==> src/rtl/spi_ram_responder.sv <==
// SPI mode-0 slave that models a 23LC512-style serial SRAM backed by an internal byte array.
// It accepts READ (0x03) and WRITE (0x02) with sequential bursts. All SPI pins are oversampled on clk.
module spi_ram_responder #(
  parameter int unsigned ADDR_BITS     = 16,
  parameter int unsigned MEM_ADDR_BITS = 8
) (
  input  logic                     clk,
  input  logic                     rstn,
  input  logic                     spi_select,
  input  logic                     spi_clk,
  input  logic                     spi_mosi,
  output logic                     spi_miso,
  output logic                     spi_miso_oe,
  output logic                     active,
  output logic                     cmd_error,
  input  logic [MEM_ADDR_BITS-1:0] dbg_addr,
  output logic [7:0]               dbg_data
);

  localparam int unsigned DEPTH    = 1 << MEM_ADDR_BITS;
  localparam int unsigned ACW      = $clog2(ADDR_BITS);
  localparam logic [7:0]  OP_WRITE = 8'h02;
  localparam logic [7:0]  OP_READ  = 8'h03;

  typedef enum logic [2:0] {IDLE, CMD, ADDR, WRITE_DATA, READ_DATA, IGNORE} state_t;

  state_t                 state;
  logic [1:0]             sel_sync, sck_sync, mosi_sync;
  logic                   sel_d, sck_d;
  logic [7:0]             shift_in, shift_out;
  logic [2:0]             bit_cnt;
  logic [ACW-1:0]         addr_bit_cnt;
  logic [ADDR_BITS-1:0]   addr;
  logic                   is_read, fall_armed;
  logic [7:0]             mem [DEPTH];

  logic                   mosi, sck_rise, sck_fall, cs_high, cs_fall, byte_done, mem_we;
  logic [7:0]             byte_in, rd_first, rd_next;
  logic [ADDR_BITS-1:0]   addr_shifted, addr_inc;

  assign mosi         = mosi_sync[1];
  assign cs_high      = sel_sync[1];
  assign sck_rise     = sck_sync[1] & ~sck_d;
  assign sck_fall     = ~sck_sync[1] & sck_d;
  assign cs_fall      = ~sel_sync[1] & sel_d;
  assign byte_in      = {shift_in[6:0], mosi};
  assign byte_done    = sck_rise && (bit_cnt == 3'd7);
  assign addr_shifted = {addr[ADDR_BITS-2:0], mosi};
  assign addr_inc     = addr + ADDR_BITS'(1);
  assign rd_first     = mem[addr_shifted[MEM_ADDR_BITS-1:0]];
  assign rd_next      = mem[addr_inc[MEM_ADDR_BITS-1:0]];
  assign mem_we       = (state == WRITE_DATA) && !cs_high && byte_done;
  assign dbg_data     = mem[dbg_addr];

  // Two-flop synchronizers plus one delayed copy for edge detection
  always_ff @(posedge clk or negedge rstn) begin
    if (!rstn) begin
      sel_sync  <= 2'b11;
      sck_sync  <= 2'b00;
      mosi_sync <= 2'b00;
      sel_d     <= 1'b1;
      sck_d     <= 1'b0;
    end else begin
      sel_sync  <= {sel_sync[0], spi_select};
      sck_sync  <= {sck_sync[0], spi_clk};
      mosi_sync <= {mosi_sync[0], spi_mosi};
      sel_d     <= sel_sync[1];
      sck_d     <= sck_sync[1];
    end
  end

  // Protocol FSM; CS high overrides everything and drops any partial byte
  always_ff @(posedge clk or negedge rstn) begin
    if (!rstn) begin
      state        <= IDLE;
      shift_in     <= 8'h00;
      shift_out    <= 8'h00;
      bit_cnt      <= 3'd0;
      addr_bit_cnt <= '0;
      addr         <= '0;
      is_read      <= 1'b0;
      fall_armed   <= 1'b0;
      spi_miso     <= 1'b0;
      spi_miso_oe  <= 1'b0;
      active       <= 1'b0;
      cmd_error    <= 1'b0;
    end else if (cs_high) begin
      state       <= IDLE;
      bit_cnt     <= 3'd0;
      fall_armed  <= 1'b0;
      spi_miso    <= 1'b0;
      spi_miso_oe <= 1'b0;
      active      <= 1'b0;
    end else begin
      active <= 1'b1;
      if (sck_rise && state != IDLE) begin
        shift_in <= byte_in;
        bit_cnt  <= bit_cnt + 3'd1;
      end
      case (state)
        IDLE: begin
          if (cs_fall) begin
            state        <= CMD;
            cmd_error    <= 1'b0;
            bit_cnt      <= 3'd0;
            addr_bit_cnt <= '0;
          end
        end
        CMD: begin
          if (byte_done) begin
            if (byte_in == OP_WRITE || byte_in == OP_READ) begin
              state   <= ADDR;
              is_read <= (byte_in == OP_READ);
            end else begin
              state     <= IGNORE;
              cmd_error <= 1'b1;
            end
          end
        end
        ADDR: begin
          if (sck_rise) begin
            addr         <= addr_shifted;
            addr_bit_cnt <= addr_bit_cnt + ACW'(1);
            if (addr_bit_cnt == ACW'(ADDR_BITS - 1)) begin
              if (is_read) begin
                state       <= READ_DATA;
                shift_out   <= rd_first;
                spi_miso    <= rd_first[7];
                spi_miso_oe <= 1'b1;
                fall_armed  <= 1'b0;
              end else begin
                state <= WRITE_DATA;
              end
            end
          end
        end
        WRITE_DATA: begin
          if (byte_done) addr <= addr_inc;
        end
        READ_DATA: begin
          // The fall that trails the last address bit is not a data fall
          if (sck_rise) begin
            fall_armed <= 1'b1;
          end else if (sck_fall && fall_armed) begin
            fall_armed <= 1'b0;
            if (bit_cnt == 3'd0) begin
              addr      <= addr_inc;
              shift_out <= rd_next;
              spi_miso  <= rd_next[7];
            end else begin
              shift_out <= {shift_out[6:0], 1'b0};
              spi_miso  <= shift_out[6];
            end
          end
        end
        default: ;
      endcase
    end
  end

  // Storage is deliberately outside the reset domain so contents survive rstn
  always_ff @(posedge clk) begin
    if (mem_we) mem[addr[MEM_ADDR_BITS-1:0]] <= byte_in;
  end

endmodule
==> config.mk <==
export PLATFORM = sky130hd
export DESIGN_NAME = spi_ram_responder
export DESIGN_NICKNAME = d
export VERILOG_FILES = /design/src/rtl/spi_ram_responder.sv
export SDC_FILE = /design/constraint.sdc
export NUM_CORES = 2
export LEC_CHECK = 0
export CORE_MARGIN = 2
export CORE_UTILIZATION = 60
export DETAILED_ROUTE_END_ITERATION = 7
export PLACE_DENSITY = 0.78
export SETUP_SLACK_MARGIN = 0.15
export SLEW_MARGIN = 20
export SYNTH_ARGS = -nofsm -noshare
export SYNTH_HDL_FRONTEND = slang
export SYNTH_SLANG_ARGS = --single-unit
==> constraint.sdc <==
create_clock -name clk -period 18.7 [get_ports clk]
set_input_delay 3.74 -clock clk [delete_from_list [all_inputs] [get_ports clk]]
set_output_delay 3.74 -clock clk [all_outputs]
set_load 0.02 [all_outputs]
==> flow_summary_export.csv <==
group,metric,value,unit
placement,gp_congestion,0.9937,
yosys,async_flop_share,2.197,%
pwr,pwr-share-comb,28.4,%
setup_path,path_common_cell,"mux4_2",
pwr,p_seq_share,40.1,%
layout,layout_commonest_cell,"edfxtp_1",
grt,grtUsageTotal,40.88,%
floorplan,num_rows,160,
pwr,p_clk_share,31.5,%
yosys,synth_area,115100,um^2
layout,layout-drive-gt1-share,35.26,%
timing,hold_ws,0.3563,ns
setup_path,critPathLaunchType,"primary input",
layout,area_delta_synth_final,8.970,%
detailed_routing,wl_per_cell,43.88,um
setup_path,endpoint_kind,"primary output",
cts,cts_buffer_depth,3,
floorplan,fp.dieH,442.0,um
grt,grt_antenna_before_repair,45,
setup_path,cp.required,14.96,ns
cts,htree_num_levels,4,
timing,tightest_slew,1.422,ns
cts,cts_tree,"built",
floorplan,core,190400,um^2
yosys,postSynthAreaPerCell,17.63,um^2
timing,hold_viol,0,
yosys,syn_nets,6548,
pwr,p_sw_share,31.10,%
timing,period_share,67.95,%
timing,skew,0.02809,ns
setup_path,path_max_fanout,100,
pwr,p_sw,4454,uW
placement,dp_hpwl,248900,um
cts,postCtsSetupBuffers,0,
detailed_routing,ant_nets,0,
yosys,synthFlopType,"edfxtp_1",
detailed_routing,num_vias,76410,
pwr,p_leak,0.03755,uW
setup_path,cp_top_family,"buffers and inverters",
cts,post_cts_resized,0,
placement,io_buffer_count,24,
grt,grt_pass1_wl,559200,um
pwr,p_per_area,114.2,nW/um^2
grt,grt-ovfl-total,0,
detailed_routing,vias_per_cell,8.384,
yosys,synth-seq-cells,2094,
yosys,yosysSeqAreaShare,54.44,%
floorplan,dieWidth,442.0,um
pwr,p_int,9868,uW
layout,final_cell_mix,"edfxtp_1 (2048), mux4_2 (1557), mux2i_1 (482)",
setup_path,max_stage_delay,0.65,ns
cts,cts.sinks,2094,
cts,clock_latency,0.89,ns
cts,root_buffer,"clkbuf_16",
timing,finalSetupViolations,0,
yosys,synth_edf_count,2048,
setup_path,worstPathArrival,8.97,ns
setup_path,worstPathCellList,"buf_8 -> buf_4 -> buf_12 -> mux4_2 -> mux4_2 -> mux4_2 -> mux4_2 -> clkdlybuf4s50_1",
cts,postCtsHoldBufs,0,
yosys,synth_cell_type_count,70,
min_path,holdCritPathClass,"reg -> reg",
grt,grt_max_degree,150,
timing,fmax,0.07869,GHz
layout,num-nets-final,6413,
floorplan,io_pins,25,
timing,max-slew-margin-rel,4.463,%
run_status,outcome,"finished, violations left",
pwr,peakVddDrop,108.2,uV
setup_path,critPathSlowestCell,"buf_4",
setup_path,path_class,"in -> out",
setup_path,critPathBufInv,4,
timing,fin_crit,12.71,ns
flow_run,maxCapViolCount,0,
layout,fill_cells,12230,
detailed_routing,drt_iter0_markers,15430,
detailed_routing,totalWireLength,399900,um
grt,grt_pass1_vias,73080,
yosys,ys_warn_count,0,
floorplan,die_area,195300,um^2
timing,fin_tns_setup,0,ns
timing,maxSlewViolCount,0,
run_status,violations,"design-rule violations",
floorplan,start_util,60.45,%
pwr,p_total,14320,uW
detailed_routing,drc,13,
timing,rsz0062_at_grt,"no",
cts,numCtsBuffers,214,
yosys,syn_inst,6527,
cts,path_clk_slew,0.06,ns
detailed_routing,dr.pass1.iters,8,
==> synth_stat cells, types with 44 or more instances <==
master | instances | area [um^2]
mux4_2 | 1557 | 35070
nand3_1 | 182 | 910.9
mux2i_1 | 482 | 4825
mux2_2 | 76 | 855.8
buf_2 | 249 | 1246
edfxtp_1 | 2048 | 61500
o21ai_0 | 91 | 455.4
nor2_1 | 347 | 1303
buf_4 | 55 | 412.9
a21oi_1 | 138 | 690.7
a22oi_1 | 110 | 825.8
buf_1 | 54 | 202.7
nand2_1 | 410 | 1539
clkbuf_1 | 238 | 893.4
o22ai_1 | 44 | 275.3
==> per-layer routing <==
| metal | track usage [%] | wire (um) | vias up |
|---|---|---|---|
| li1 | - | - | 27820 |
| met1 | 52.18 | 122500 | 38650 |
| met2 | 57.21 | 171800 | 8090 |
| met3 | 19.41 | 75470 | 1801 |
| met4 | 24.27 | 29670 | 46 |
| met5 | 0.5861 | 437 | - |
==> path summary, 6_finish.rpt <==
check | start | to | slack, ns | cells past startpoint
setup / recovery | dbg_addr[0] | dbg_data[3] | 5.99 | 8
hold / removal | sck_sync[0] | sck_sync[1] | 0.36 | 0
setup reg to reg | addr[1] | shift_out[0] | 11.46 | 13
hold reg to reg | sck_sync[0] | sck_sync[1] | 0.36 | 0
max in group asynchronous | rstn | shift_in[3] | 15.16 | 2
min in group asynchronous | rstn | bit_cnt[1] | 2.99 | 2
==> worst reg2reg max path, delay by kind of cell (launching register included) <==
| family | cells | cell delay (ns) |
|---|---|---|
| buf+inv | 4 | 2.65 |
| simple gates | 1 | 0.33 |
| fa+ha+maj | 1 | 0.92 |
| flops | 1 | 0.99 |
| compound gates | 4 | 0.81 |
| mux | 3 | 1.42 |
==> cell families after synthesis <==
logic type	count (synthesis)	share of synthesized area [%]
mux	2115	35.40
simple gates	1103	4.142
buf+inv	612	2.460
xor+xnor	10	0.07609
flops	2094	54.44
fa+ha+maj	9	0.09567
compound gates	584	3.387
==> power groups by stage <==
stage	sequential, uW	clock, uW	combinational, uW
finish	5740	4510	4070
global route	5740	4660	4170
CTS	5760	4490	3870
detailed placement	5860	0	3850
global placement	5850	0	3790
floorplan	6050	0	2590
==> sequential cells by signal, indices dropped and copies added (netlist names) <==
signal,count
state,3
sel_d,1
mem,2048
fall_armed,1
sck_sync,2
is_read,1
sel_sync,2
sck_d,1
spi_miso_oe,1
mosi_sync,2
active,1
cmd_error,1
shift_in,7
addr,8
spi_miso,1
bit_cnt,3
addr_bit_cnt,4
shift_out,7
==> layout make-up <==
class	instances	area, um^2	area share, %
sequential	2094	62690	49.99
clock buffer	247	5584	4.452
tap	2511	3142	2.505
multi-input combinational	3821	49970	39.84
antenna	26	65.06	0.05188
inverter	13	53.80	0.04290
timing repair buffer	248	2217	1.768
clock inverter	153	1695	1.352
==> through the flow <==
stage | instances | setup slack (ns) | area, um^2 | utilization, %
after floorplan | 6527 | 8.566 | 115100 | -
after global placement | 8685 | 6.039 | 117900 | 61.91
after detailed placement | 8685 | 6.017 | 117900 | 61.95
after CTS | 9085 | 6.004 | 125200 | 65.77
after global routing | 9091 | 5.801 | 125400 | 65.85
final | 9113 | 5.993 | 125400 | 65.88
Power figures use the tool's default switching activity.
